### src/rtl/CSR_UnitTypes.sv
// CSR_UnitTypes: shared types for the trap sequencer and its interrupt selector.
// Holds the CSR body layout, PC/code widths, the sequencer state and trap-kind
// enums, and the HOLDOFF counter width.
package CSR_UnitTypes;

  localparam int unsigned PC_WIDTH           = 32;
  localparam int unsigned CSR_WIDTH          = 32;
  localparam int unsigned INT_CODE_WIDTH     = 4;
  localparam int unsigned TRAP_HOLDOFF_WIDTH = 8;

  typedef logic [PC_WIDTH-1:0]           PC_Path;
  typedef logic [CSR_WIDTH-1:0]          CSR_Path;
  typedef logic [INT_CODE_WIDTH-1:0]     InterruptCodePath;
  typedef logic [TRAP_HOLDOFF_WIDTH-1:0] TrapHoldoffCountPath;

  // Commit-stage outcome reported alongside excptReq
  typedef enum logic [2:0] {
    EXEC_STATE_SUCCESS,
    EXEC_STATE_REFETCH_NEXT,
    EXEC_STATE_TRAP_ECALL,
    EXEC_STATE_TRAP_EBREAK,
    EXEC_STATE_TRAP_MRET,
    EXEC_STATE_FAULT_LOAD,
    EXEC_STATE_FAULT_STORE,
    EXEC_STATE_FAULT_INSN
  } ExecutionState;

  // Machine-mode CSRs the sequencer needs to see
  typedef struct packed {
    CSR_Path mstatus;
    CSR_Path mie;
    CSR_Path mip;
  } CSR_BodyPath;

  localparam int unsigned MSTATUS_MIE_BIT = 3;
  localparam int unsigned MIE_MTIE_BIT    = 7;
  localparam int unsigned MIE_MEIE_BIT    = 11;
  localparam int unsigned MIP_MTIP_BIT    = 7;
  localparam int unsigned MIP_MEIP_BIT    = 11;

  localparam InterruptCodePath INT_CODE_TIMER    = 4'd7;
  localparam InterruptCodePath INT_CODE_EXTERNAL = 4'd11;

  typedef enum logic [2:0] {
    TRAP_SEQ_IDLE,
    TRAP_SEQ_DRAIN,
    TRAP_SEQ_FIRE,
    TRAP_SEQ_REDIRECT,
    TRAP_SEQ_HOLDOFF
  } TrapSeqState;

  typedef enum logic {
    TRAP_KIND_EXCPT,
    TRAP_KIND_INT
  } TrapKind;

endpackage

### src/rtl/trap_int_select.sv
// trap_int_select: combinational interrupt pending/cause selection.
// Optional feature macro: RSD_TRAP_SEQ_EXT_INT_EN (adds the MEIE/MEIP term).
// Ports:
//   csrWhole  in   mstatus/mie/mip snapshot
//   pending   out  an enabled machine interrupt is pending
//   code      out  cause code of the winning interrupt (external beats timer)
module trap_int_select
  import CSR_UnitTypes::*;
(
  input  CSR_BodyPath      csrWhole,
  output logic             pending,
  output InterruptCodePath code
);

  logic global_en;
  logic timer_hit;
  logic ext_hit;

  // Pending/cause decode; external has priority over timer
  always_comb begin
    global_en = csrWhole.mstatus[MSTATUS_MIE_BIT];
    timer_hit = csrWhole.mie[MIE_MTIE_BIT] & csrWhole.mip[MIP_MTIP_BIT];
`ifdef RSD_TRAP_SEQ_EXT_INT_EN
    ext_hit   = csrWhole.mie[MIE_MEIE_BIT] & csrWhole.mip[MIP_MEIP_BIT];
`else
    ext_hit   = 1'b0;
`endif
    pending   = global_en & (ext_hit | timer_hit);
    code      = ext_hit ? INT_CODE_EXTERNAL : INT_CODE_TIMER;
  end

  // Only a handful of CSR bits matter here
  logic unused_csr_bits;
  assign unused_csr_bits = ^csrWhole;

endmodule

### src/rtl/trap_sequencer.sv
// trap_sequencer: sequences exceptions/interrupts from commit through pipeline
// drain, CSR trigger pulse, fetch redirect and a post-redirect holdoff window.
// Optional feature macro: RSD_TRAP_SEQ_EXT_INT_EN (external interrupt support,
// handled inside trap_int_select).
// Ports:
//   clk, rst            clock; asynchronous active-low reset
//   excptReq/excptCause commit-stage exception or MRET request and its cause
//   intRetPC            PC of the oldest uncommitted instruction
//   csrWhole            mstatus/mie/mip snapshot
//   pipeEmpty           backend drained after flush
//   redirectAck         fetch accepted the redirect
//   csrWriteReq         CSR instruction write request
//   csrWriteGrant       write permitted this cycle (combinational)
//   triggerExcpt        one-cycle pulse to CSR unit for an exception
//   triggerInterrupt    one-cycle pulse to CSR unit for an interrupt
//   interruptCode       latched interrupt cause code
//   interruptRetAddr    latched return PC
//   flushReq            asserted in every DRAIN cycle
//   redirectValid       held until redirectAck
//   busy                sequencer not idle
module trap_sequencer
  import CSR_UnitTypes::*;
#(
  parameter int unsigned HOLDOFF_CYCLES = 2
) (
  input  logic             clk,
  input  logic             rst,
  input  logic             excptReq,
  input  ExecutionState    excptCause,
  input  PC_Path           intRetPC,
  input  CSR_BodyPath      csrWhole,
  input  logic             pipeEmpty,
  input  logic             redirectAck,
  input  logic             csrWriteReq,
  output logic             csrWriteGrant,
  output logic             triggerExcpt,
  output logic             triggerInterrupt,
  output InterruptCodePath interruptCode,
  output PC_Path           interruptRetAddr,
  output logic             flushReq,
  output logic             redirectValid,
  output logic             busy
);

  logic             int_pending;
  InterruptCodePath int_code;

  trap_int_select u_int_select (
    .csrWhole (csrWhole),
    .pending  (int_pending),
    .code     (int_code)
  );

  TrapSeqState         state_q,          state_d;
  TrapKind             kind_q,           kind_d;
  InterruptCodePath    code_q,           code_d;
  PC_Path              ret_pc_q,         ret_pc_d;
  TrapHoldoffCountPath holdoff_q,        holdoff_d;
  logic                flush_req_q,      flush_req_d;
  logic                trig_excpt_q,     trig_excpt_d;
  logic                trig_int_q,       trig_int_d;
  logic                redirect_valid_q, redirect_valid_d;
  logic                busy_q,           busy_d;

  // Next-state, latches and next-cycle output decode
  always_comb begin
    state_d   = state_q;
    kind_d    = kind_q;
    code_d    = code_q;
    ret_pc_d  = ret_pc_q;
    holdoff_d = holdoff_q;

    case (state_q)
      TRAP_SEQ_IDLE: begin
        if (excptReq) begin
          state_d  = TRAP_SEQ_DRAIN;
          kind_d   = TRAP_KIND_EXCPT;
          code_d   = int_code;
          ret_pc_d = intRetPC;
        end else if (csrWriteReq) begin
          // Granted CSR write owns this cycle; interrupts wait
          state_d = TRAP_SEQ_IDLE;
        end else if (int_pending) begin
          state_d  = TRAP_SEQ_DRAIN;
          kind_d   = TRAP_KIND_INT;
          code_d   = int_code;
          ret_pc_d = intRetPC;
        end
      end
      TRAP_SEQ_DRAIN: begin
        // A withdrawn interrupt is dropped; exceptions always complete
        if ((kind_q == TRAP_KIND_INT) && !int_pending) begin
          state_d = TRAP_SEQ_IDLE;
        end else if (pipeEmpty) begin
          state_d = TRAP_SEQ_FIRE;
        end
      end
      TRAP_SEQ_FIRE: begin
        state_d = TRAP_SEQ_REDIRECT;
      end
      TRAP_SEQ_REDIRECT: begin
        if (redirectAck) begin
          if (HOLDOFF_CYCLES == 0) begin
            state_d = TRAP_SEQ_IDLE;
          end else begin
            state_d   = TRAP_SEQ_HOLDOFF;
            holdoff_d = TrapHoldoffCountPath'(HOLDOFF_CYCLES);
          end
        end
      end
      TRAP_SEQ_HOLDOFF: begin
        if (holdoff_q <= TrapHoldoffCountPath'(1)) begin
          state_d   = TRAP_SEQ_IDLE;
          holdoff_d = '0;
        end else begin
          holdoff_d = holdoff_q - TrapHoldoffCountPath'(1);
        end
      end
      default: begin
        state_d = TRAP_SEQ_IDLE;
      end
    endcase

    // Outputs are registered, so decode them from the upcoming state
    flush_req_d      = (state_d == TRAP_SEQ_DRAIN);
    trig_excpt_d     = (state_d == TRAP_SEQ_FIRE) && (kind_d == TRAP_KIND_EXCPT);
    trig_int_d       = (state_d == TRAP_SEQ_FIRE) && (kind_d == TRAP_KIND_INT);
    redirect_valid_d = (state_d == TRAP_SEQ_REDIRECT);
    busy_d           = (state_d != TRAP_SEQ_IDLE);
  end

  // State, latches and output registers
  always_ff @(posedge clk or negedge rst) begin
    if (!rst) begin
      state_q          <= TRAP_SEQ_IDLE;
      kind_q           <= TRAP_KIND_EXCPT;
      code_q           <= '0;
      ret_pc_q         <= '0;
      holdoff_q        <= '0;
      flush_req_q      <= 1'b0;
      trig_excpt_q     <= 1'b0;
      trig_int_q       <= 1'b0;
      redirect_valid_q <= 1'b0;
      busy_q           <= 1'b0;
    end else begin
      state_q          <= state_d;
      kind_q           <= kind_d;
      code_q           <= code_d;
      ret_pc_q         <= ret_pc_d;
      holdoff_q        <= holdoff_d;
      flush_req_q      <= flush_req_d;
      trig_excpt_q     <= trig_excpt_d;
      trig_int_q       <= trig_int_d;
      redirect_valid_q <= redirect_valid_d;
      busy_q           <= busy_d;
    end
  end

  // Same-cycle grant; gated by reset so every output is 0 while reset is held
  assign csrWriteGrant = rst & csrWriteReq & (state_q == TRAP_SEQ_IDLE) & ~excptReq;

  assign triggerExcpt     = trig_excpt_q;
  assign triggerInterrupt = trig_int_q;
  assign interruptCode    = code_q;
  assign interruptRetAddr = ret_pc_q;
  assign flushReq         = flush_req_q;
  assign redirectValid    = redirect_valid_q;
  assign busy             = busy_q;

  // Cause is consumed by the CSR unit, not by the sequencing itself
  logic unused_cause;
  assign unused_cause = ^excptCause;

endmodule

### config.mk
export PLATFORM = sky130hd
export DESIGN_NAME = trap_sequencer
export DESIGN_NICKNAME = d
export VERILOG_FILES = /design/src/rtl/CSR_UnitTypes.sv /design/src/rtl/trap_int_select.sv /design/src/rtl/trap_sequencer.sv
export SDC_FILE = /design/constraint.sdc
export NUM_CORES = 1
export LEC_CHECK = 0
export CORE_UTILIZATION = 33
export CTS_BUF_LIST = sky130_fd_sc_hd__clkbuf_8
export DETAILED_ROUTE_END_ITERATION = 10
export GPL_TIMING_DRIVEN = 0
export PLACE_DENSITY = 0.83
export SKIP_CTS_REPAIR_TIMING = 1
export SYNTH_ARGS = -nofsm -noshare
export SYNTH_HDL_FRONTEND = slang
export SYNTH_SLANG_ARGS = --single-unit
### constraint.sdc
create_clock -name clk -period 2.4 [get_ports clk]
set_clock_uncertainty 0.15 [all_clocks]
set_input_delay 0.6 -clock clk [delete_from_list [all_inputs] [get_ports clk]]
set_output_delay 0.6 -clock clk [all_outputs]
set_load 0.01 [all_outputs]
==> results of run 1 <==
routing by layer:
metal	track usage, %	vias up	wire length [µm]
li1	-	733	-
met1	17.17	721	1895
met2	21.50	95	1881
met3	6.889	7	561
met4	4.912	0	50
met5	0	-	0
report_power, final:
group / switching (mW) / total (mW) / internal (mW)
clock network: 0.276 / 0.720 / 0.444
logic: 0.769 / 1.79 / 1.03
registers: 0.231 / 1.47 / 1.23
total: 1.28 / 3.98 / 2.70
kinds of logic after synthesis:
group                    count (synthesis)
adder cells (fa/ha/maj)                  2
other                                    1
multiplexers                            32
XOR/XNOR                                 1
flip-flops                              50
buffers and inverters                   12
AO/OA/AOI/OAI                           27
AND/OR/NAND/NOR                         31
per-stage QoR:
| step | instances | power, mW | utilization [%] | instance area, µm² | setup TNS, ns |
|---|---|---|---|---|---|
| after floorplan | 156 | 2.351 | - | 2090 | 0 |
| after CTS | 321 | 3.980 | 52.30 | 3152 | -0.2585 |
| after global placement | 312 | 3.178 | 49.69 | 2994 | -54.08 |
| final | 322 | 3.980 | 52.70 | 3176 | 0 |
| after global routing | 322 | 4.247 | 52.70 | 3176 | 0 |
| after detailed placement | 313 | 3.241 | 49.94 | 3009 | -8.400 |
state kept, by name (all words and copies together) (netlist names):
signal and count:
interruptRetAddr 32, holdoff_q 8, state_q 3, busy 1
flushReq 1, interruptCode 1, kind_q 1, redirectValid 1
triggerExcpt 1, triggerInterrupt 1
cell type report:
cell class / instances / area (µm²)
multi-input combinational: 94 / 790.8
fill: 516 / 2850
buffer: 7 / 42.54
clock buffer: 6 / 82.58
tap: 75 / 93.84
timing repair buffer: 83 / 835.8
inverter: 5 / 18.77
clock inverter: 2 / 60.06
sequential: 50 / 1251
synth_stat cells, drive strengths merged:
library cell	n	area, µm²
a21o	2	15.01
a21oi	7	35.03
a22o	1	8.760
a31o	1	8.760
a31oi	3	18.77
a32o	1	10.01
and4b	2	20.02
buf	7	42.54
conb	1	3.750
dfrtp	50	1251
ha	2	25.02
inv	5	18.77
mux2	32	360.3
nand2	7	26.28
nand2b	2	12.51
nand3	3	15.01
nand4	1	6.260
nor2	4	15.01
nor2b	3	18.77
nor3	5	30.03
nor3b	1	12.51
o211a	1	10.01
o211ai	1	7.510
o21ai	6	33.78
o21ba	1	10.01
o221ai	1	8.760
o31a	1	8.760
o31ai	1	21.27
or3	2	17.52
or3b	1	8.760
xnor2	1	8.760
worst max-delay path by stage:
stage / startpoint / end / slack (ns)
2_1_floorplan: csrWhole[7] / interruptRetAddr[0]$_DFFE_PN0P_ / 0.44
3_3_place_gp: rst / csrWriteGrant / -2.02
3_5_place_dp: csrWriteReq / interruptRetAddr[27]$_DFFE_PN0P_ / -0.32
4_1_cts: state_q[1]$_DFF_PN0_ / csrWriteGrant / -0.26
5_1_grt: excptReq / csrWriteGrant / 0.09
6_report: excptReq / csrWriteGrant / 0.12
==> key figures, run 1 <==
Synthesis
  – Compound-Gate Fraction of Synth Area: 9.401%
  – Ys Warns: 0
  – Post-synthesis cell count: 156
  – Post-Synth XOR/XNOR Area: 0.4192%
  – Largest family of logic cells by synthesized area: multiplexers
  – Fraction of synthesized area in multiplexers: 17.25%
  – Sequential-to-total area share from yosys stat: 59.88%
  – Synth Cell Area: 0.002090 mm²
  – Synth Area in Adders: 1.198%
  – Syn_nets: 295
  – Count of cell types in the netlist: 37
  – Simple-gate share of the synthesized area: 8.743%
  – Register bit total from synthesis: 50
  – Mean Syn Cell Area: 13.39 µm²

Power
  – VDD IR-drop max: 0.0005909 V
  – P per Cell Area: 1253 mW/mm²
  – Pleak: 1.380 nW

Timing
  – Unrepaired setup endpoints after global routing: no
  – Final worst-path cycle share: 95.11%
  – Highest clock rate: 438.1 MHz
  – Final hold vios: 0
  – PnR worst setup slack: 0.1173 ns
  – Max Slew Vio Count: 0
  – Minimum hold slack: 0.02873 ns
  – Final min period: 2.283 ns
  – Final setup violation count: 0

Drt
  – Wire per inst: 13.63 µm
  – Via density: 4.832
  – Drc violations: 0
  – Initial DRC count: 68
  – Drt total wl: 4388 µm
  – Post-route ant nets: 0
  – Vias post-DR: 1,556
  – First drt pass iteration count: 4

Clocking
  – CTS buffer count: 5
  – CTS tree: done
  – H-tree Lvls: 2
  – Clock Latency Late Sink: 0.30 ns
  – Clock sink total: 50
  – Root Buffer: clkbuf_8
  – Clk slew on worst S/H paths: 0.09 ns
  – Max clock buf depth: 2

Worst setup path
  – CP max FO: 3
  – CP Depth: 3
  – Critical Path Max Stage Delay: 0.55 ns
  – Worst R2R Path Depth: 6
  – Delay-heaviest family, CP: buffers and inverters
  – CP Buf/Inv Count: 2
  – Reg-to-reg startpoint: holdoff_q[1]$_DFFE_PN0P_
  – R2R setup slack: 0.46 ns
  – Crit path capture type: output port
  – Kind of critical path: input port to output port
  – Startpoint class of the critical path: input port
  – Worst R2R End: holdoff_q[6]$_DFFE_PN0P_
  – CP cell instances: clkdlybuf4s50_1 -> and4b_1 -> dlymetal6s2s_1
  – Req. time, crit path: 1.65 ns
  – Slowest-stage cell, CP: clkdlybuf4s50_1
  – Critical path arrival: 1.53 ns

Finish
  – Most frequent cells in the layout: 79 x clkdlybuf4s50_1, 50 x dfrtp_1, 26 x mux2_1
  – Nets: 385
  – Share of layout cells above drive strength 1: 12.55%
  – Commonest non-fill, non-tap cell in the layout: clkdlybuf4s50_1
  – Layout area overhead: 51.98%
  – Ant. Diodes: 0

Min path
  – Hold Crit Class: input port to async pin

GRT
  – Initial antenna violation count: 0
  – Global route overflow: 0
  – First-pass GRT wire length: 6975 µm
  – Largest net degree at the start of global routing: 39
  – Gr usage total: 14.05%
  – Vias in the first global route: 1,551

Place
  – Worst slack at placement: -0.3175 ns
  – Placer Congestion: 0.7693
  – Number of port buffers: 81
  – Detailed placement HPWL: 3199 µm

Floorplanning
  – Initial Util: 34.68%
  – Die Y-Extent: 81.57 µm
  – Die area: 0.006654 mm²
  – Core area: 0.006026 mm²
  – # rows: 28
  – Die W: 81.57 µm
  – Top Ports: 179

Flow run
  – Max-cap viol count: 0

Outcome
  – Status: finished clean
(Power assumes the default switching activity.)
==> inputs of run 2 (changes only) <==
Settings changed: SKIP_CTS_REPAIR_TIMING 1 to default.
==> run 2 against run 1 <==
  * First-iteration DRC count shrank 29%
  * Critical path depth grew 1
  * Worst setup slack lost 0.027 ns
  * Global-route usage grew 0.095 points
  * Sequential cell count is the same
  * Maximum frequency shrank 1.2%
  * Wire length shrank 0.68%
  * Register-to-register slack is essentially flat
  * Final cell count shrank 0.31%
  * Hold slack gained 0.0010 ns
  * Clock power is essentially flat
  * Critical endpoint unchanged
==> key figures, run 2 (synthesis gave the netlist of run 1 again) <==
Timing
  – Final min period: 2.310 ns
  – PnR worst setup slack: 0.08986 ns
  – Max Slew Vio Count: 0
  – Setup_tns: 0 ns
  – Final worst-path cycle share: 96.26%
  – Final setup violation count: 0
  – Highest clock rate: 432.9 MHz
  – Final hold vios: 0

GRT
  – Vias in the first global route: 1,561
  – Initial antenna violation count: 0
  – First-pass GRT wire length: 7024 µm
  – Largest net degree at the start of global routing: 39
  – Gr usage total: 14.15%
  – Global route overflow: 0

Clocking
  – CTS buffer count: 5
  – Clock Latency Late Sink: 0.30 ns
  – H-tree Lvls: 2
  – Clk slew on worst S/H paths: 0.09 ns
  – Postcts setup bufs: 0
  – CTS tree: done
  – Max clock buf depth: 2
  – Root Buffer: clkbuf_8
  – Clock sink total: 50

Drt
  – Drc violations: 0
  – Initial DRC count: 48
  – Wire per inst: 13.58 µm
  – Drt total wl: 4358 µm
  – Via density: 4.835
  – First drt pass iteration count: 5
  – Post-route ant nets: 0
  – Vias post-DR: 1,552

Worst setup path
  – Critical path arrival: 1.56 ns
  – Req. time, crit path: 1.65 ns
  – CP max FO: 8
  – Startpoint class of the critical path: flip-flop
  – Crit path capture type: output port
  – Kind of critical path: flip-flop to output port

Floorplanning
  – Die area: 0.006654 mm²
  – Initial Util: 34.68%
  – Die W: 81.57 µm
  – # rows: 28
  – Top Ports: 179
  – Core area: 0.006026 mm²
  – Die Y-Extent: 81.57 µm

Finish
  – Layout area overhead: 51.56%
  – Area occupied by multi-input gates: 790.8 µm²
  – Final Util: 52.55%
  – Design Area, Final: 0.003167 mm²
  – Most frequent cells in the layout: 78 x clkdlybuf4s50_1, 50 x dfrtp_1, 26 x mux2_1
  – Share of layout cells above drive strength 1: 12.20%
  – Nets: 384
  – Register area: 0.001251 mm²
  – FILL cells: 517
  – Commonest non-fill, non-tap cell in the layout: clkdlybuf4s50_1
  – Ant. Diodes: 0
  – Final cell count without fillers: 321
  – Max reg flops: 32

Place
  – Worst slack at placement: -0.3175 ns
  – Placer Congestion: 0.7693
  – Detailed placement HPWL: 3199 µm
  – DP Area: 0.003009 mm²
  – Number of port buffers: 81
  – Placed Instances: 313

Outcome
  – Status: finished clean

Power
  – VDD IR-drop max: 0.0005917 V
  – P per Cell Area: 1249 mW/mm²
  – Pleak: 1.371 nW

Flow run
  – Max-cap viol count: 0

Min path
  – Hold Crit Class: input port to async pin
run 2: cell types whose count changed in the layout (fill, tap and decap cells not counted), sizes merged:
cell | previous run | this run
dlygate4sd2 | 0 | 1
buf | 10 | 9
clkdlybuf4s50 | 79 | 78
run 2: area by class of cell:
type                            instances  share of cell area, %
Tap cell                               75                  2.963
Clock buffer                            6                  2.608
Timing Repair Buffer                   82                  26.12
Inverter                                5                 0.5927
Sequential cell                        50                  39.51
Clock inverter                          2                  1.896
Buffer                                  7                  1.343
Multi-Input combinational cell         94                  24.97
run 2: what timing repair did:
action	in CTS	in global routing
resized for setup	2	2
pin swaps	1	0
hold buffers	0	0
cloned	0	0
setup endpoints to repair	1	24
run 2: per-stage QoR:
step | hold WS, ns | power (mW)
after floorplan | 0.1544 | 2.351
after global placement | 0.3225 | 3.178
after detailed placement | 0.3299 | 3.241
after CTS | 0.03325 | 3.992
after global routing | 0.04784 | 4.226
final | 0.02974 | 3.954
run 2: critical path, stage by stage, from the launching register on:
cell	delay, ns
dfrtp_1	0.36
buf_2	0.17
nor3_4	0.22
and4b_1	0.22
dlygate4sd2_1	0.27
run 2: path summary, 6_finish.rpt:
check,from,slack [ns],end,cells after the start
worst max register to register,holdoff_q[1]$_DFFE_PN0P_,0.46,holdoff_q[6]$_DFFE_PN0P_,6
worst min register to register,interruptRetAddr[28]$_DFFE_PN0P_,0.34,interruptRetAddr[28]$_DFFE_PN0P_,1
worst min-delay path,rst,0.03,redirectValid$_DFF_PN0_,1
min in group clk,interruptRetAddr[28]$_DFFE_PN0P_,0.34,interruptRetAddr[28]$_DFFE_PN0P_,1
worst max-delay path,state_q[1]$_DFF_PN0_,0.09,csrWriteGrant,4
max in group asynchronous,rst,1.56,interruptRetAddr[27]$_DFFE_PN0P_,2
run 2: power by group:
| group | leakage [nW] | total [mW] | internal (mW) | switching [mW] |
|---|---|---|---|---|
| logic | 0.694 | 1.77 | 1.01 | 0.759 |
| registers | 0.605 | 1.47 | 1.23 | 0.231 |
| clock network | 0.0714 | 0.719 | 0.444 | 0.274 |
| total | 1.37 | 3.95 | 2.69 | 1.26 |
run 2: routing by layer:
metal | vias to the layer above | share of wire, % | routed length (µm) | GRT usage [%]
met1 | 730 | 44 | 1902 | 17.39
met3 | 5 | 13 | 550 | 6.667
met5 | - | 0 | 0 | 0
met2 | 88 | 43 | 1860 | 21.75
met4 | 0 | 1.0 | 45 | 4.912
li1 | 729 | - | - | -
==> inputs of run 3 (changes only) <==
Settings changed: GPL_ROUTABILITY_DRIVEN from default to 1.
==> results of run 3 <==
Final layout, timing and power as in run 2 (identical DEF).
==> RTL edit: new RTL, settings of run 1 <==
`PC_WIDTH`: 32 -> 48.
--- a/src/rtl/CSR_UnitTypes.sv
+++ b/src/rtl/CSR_UnitTypes.sv
@@ -5,3 +5,3 @@
 
-  localparam int unsigned PC_WIDTH           = 32;
+  localparam int unsigned PC_WIDTH           = 48;
   localparam int unsigned CSR_WIDTH          = 32;
Ports: changed (resized intRetPC and interruptRetAddr); port bits go from 179 to 211. No check against the original RTL was run, so the function may have changed too.
==> RTL edit against run 1 <==
The run now ends with negative hold slack left; worst setup slack worse by 2.3 ps; design area is 30% higher; register-to-register slack improved by 60 ps; count of clock-buffer cells in the layout grew 3; sequential cell count rose by 16; wire length rose by 37%; synthesized area up 28%; combinational power is 37% higher; total power is 33% higher; core utilization grew 0.51 points; worst hold slack got worse by 37 ps; sequential power rose by 35%; critical path type unchanged; largest cell class unchanged; largest power group unchanged; highest routed layer unchanged.
==> RTL edit: results (changes against run 1) <==
Route:
- The violation count after the first detailed-routing iteration is 43 (-37%).
- The routed wire length is 6020 microns (+37%).
- The detailed-route via count is 1975 (+27%).

Pwr:
- The static leakage power was 0.00177 uW (+28%).
- The maximum ir drop on the vdd rail is 0.000594 V (+0.47%).

Logic synthesis:
- The fraction of synthesized cell area in xor and xnor cells is 0.656% (+0.24 points).
- The commonest cells after synthesis are sky130_fd_sc_hd__dfrtp_1 (66), sky130_fd_sc_hd__mux2_2 (48), sky130_fd_sc_hd__a21oi_1 (8), sky130_fd_sc_hd__nand2_1 (8), sky130_fd_sc_hd__o21ai_0 (7).
- The netlist area before placement is 0.00267 sq mm (+28%).
- The main combinational cell family by area after synthesis is multiplexers.
- The sequential-to-total area share from yosys stat is 61.8% (+1.9 points).
- The fraction of the mapped netlist area in compound gates was 7.12% (-2.3 points).
- The number of nets in the synthesized netlist is 345 (+17%).
- The adder-cell share of the synthesized area is 0.937% (-0.26 points).
- The multiplexer area fraction after synthesis is 20.2% (+3.0 points).
- The flip-flop and latch count after synthesis is 66 (+32%).
- The count of cell types in the netlist is 34 (-8.1%).
- Sorting the synthesized cells by area gives the leading types as sky130_fd_sc_hd__dfrtp_1 (62%), sky130_fd_sc_hd__mux2_2 (20%), sky130_fd_sc_hd__a21oi_1 (1.5%), sky130_fd_sc_hd__o21ai_0 (1.3%), sky130_fd_sc_hd__nand2_1 (1.1%).

Global route:
- The aggregate global-route resource usage came to 14.8% (+0.75 points).
- The wire length of the first global-routing pass is 9580 microns (+37%).
- The largest net degree at the start of global routing came to 68 (+74%).

Placement:
- The number of input and output port buffers inserted was 113 (+40%).
- The final weighted congestion in routability-driven placement is 0.759 (-1.4%).
- The HPWL after detailed placement is 4390 microns (+37%).
- The cell area after placement is 0.00393 sq mm (+31%).

Timing:
- The hold violation total from the final report came to 5 (+5).
- The final hold slack is -7.83 ps (-36.6 ps).

Clock tree:
- The clock input transition at the sequential cells of the worst setup and hold paths is 70 ps (-20 ps).
- The number of H-tree levels was 3 (+1).
- The clock insertion delay at the later pin of the skew report is 330 ps (+30 ps).
- The number of CTS-inserted buffers is 9 (+4).

Layout:
- The flip-flop count of the largest register, all copies and words added came to 48 (+50%).
- The ratio of cells with drive above 1 in the final layout is 24.2% (+12 points).
- The final-stage net count is 469 (+22%).

Worst setup path:
- Data arrives at the worst endpoint at 1540 ps.
- The maximum cell stage delay along the critical path was 450 ps (-100 ps).
- The slowest stage of the critical path belongs to the cell sky130_fd_sc_hd__clkdlybuf4s50_1.

Outcome:
- The flow ran to the end, but the final reports show violations.
- The final reports fail on negative hold slack.
RTL edit: per-layer routing:
layer / global-route usage (%) / routed length (microns) / up-vias
met5: 0 / 0 / -
met3: 8.54 / 677 / 6
met1: 18.0 / 2490 / 969
li1: - / - / 920
met2: 22.3 / 2790 / 80
met4: 4.30 / 58 / 0
RTL edit: worst register-to-register path, delay by kind of cell, from the launching register on:
family	cells	cell delay [ps]
flops	1	450
fa+ha+maj	1	230
buf+inv	1	90
compound gates	3	730
simple gates	1	110
RTL edit: cell families after synthesis:
kind of cell | count (synthesis)
buf+inv | 13
simple gates | 31
flops | 66
other cells | 1
compound gates | 27
xor+xnor | 2
fa+ha+maj | 2
mux | 48
RTL edit: layout make-up:
type | count | area (sq um)
flip-flops and latches | 66 | 1650
inverters | 5 | 18.8
clock inverters | 6 | 58.8
repair buffers | 113 | 1140
fillers | 703 | 3630
clock buffers | 9 | 124
well taps | 102 | 128
multi-input cells | 111 | 960
plain buffers | 8 | 47.5
RTL edit: final timing paths:
path | start | endpoint | slack, ps | depth (start not counted)
hold reg to reg | interruptRetAddr[4] | interruptRetAddr[4] | 350 | 1
hold / removal | rst | interruptRetAddr[30] | -8 | 1
setup reg to reg | holdoff_q[0] | holdoff_q[2] | 520 | 6
max in group asynchronous | rst | state_q[1] | 1800 | 1
min in group clk | interruptRetAddr[4] | interruptRetAddr[4] | 350 | 1
setup / recovery | excptReq | csrWriteGrant | 110 | 3
RTL edit: per-stage QoR:
stage / utilization, % / worst slack [ps] / power, uW / cells
after global routing: 53.2 / 18.1 / 5650 / 420
after global placement: 50.6 / -2710 / 4370 / 405
after CTS: 52.9 / -574 / 5360 / 420
after floorplan: - / 533 / 3190 / 190
after detailed placement: 50.6 / -571 / 4450 / 405
final: 53.2 / 115 / 5300 / 420
RTL edit: power by group:
| group | switching [uW] | internal (uW) | leakage [uW] | total [uW] |
|---|---|---|---|---|
| Clock | 409 | 468 | 0.0000986 | 877 |
| Combinational | 969 | 1480 | 0.000879 | 2450 |
| Sequential | 331 | 1650 | 0.000793 | 1980 |
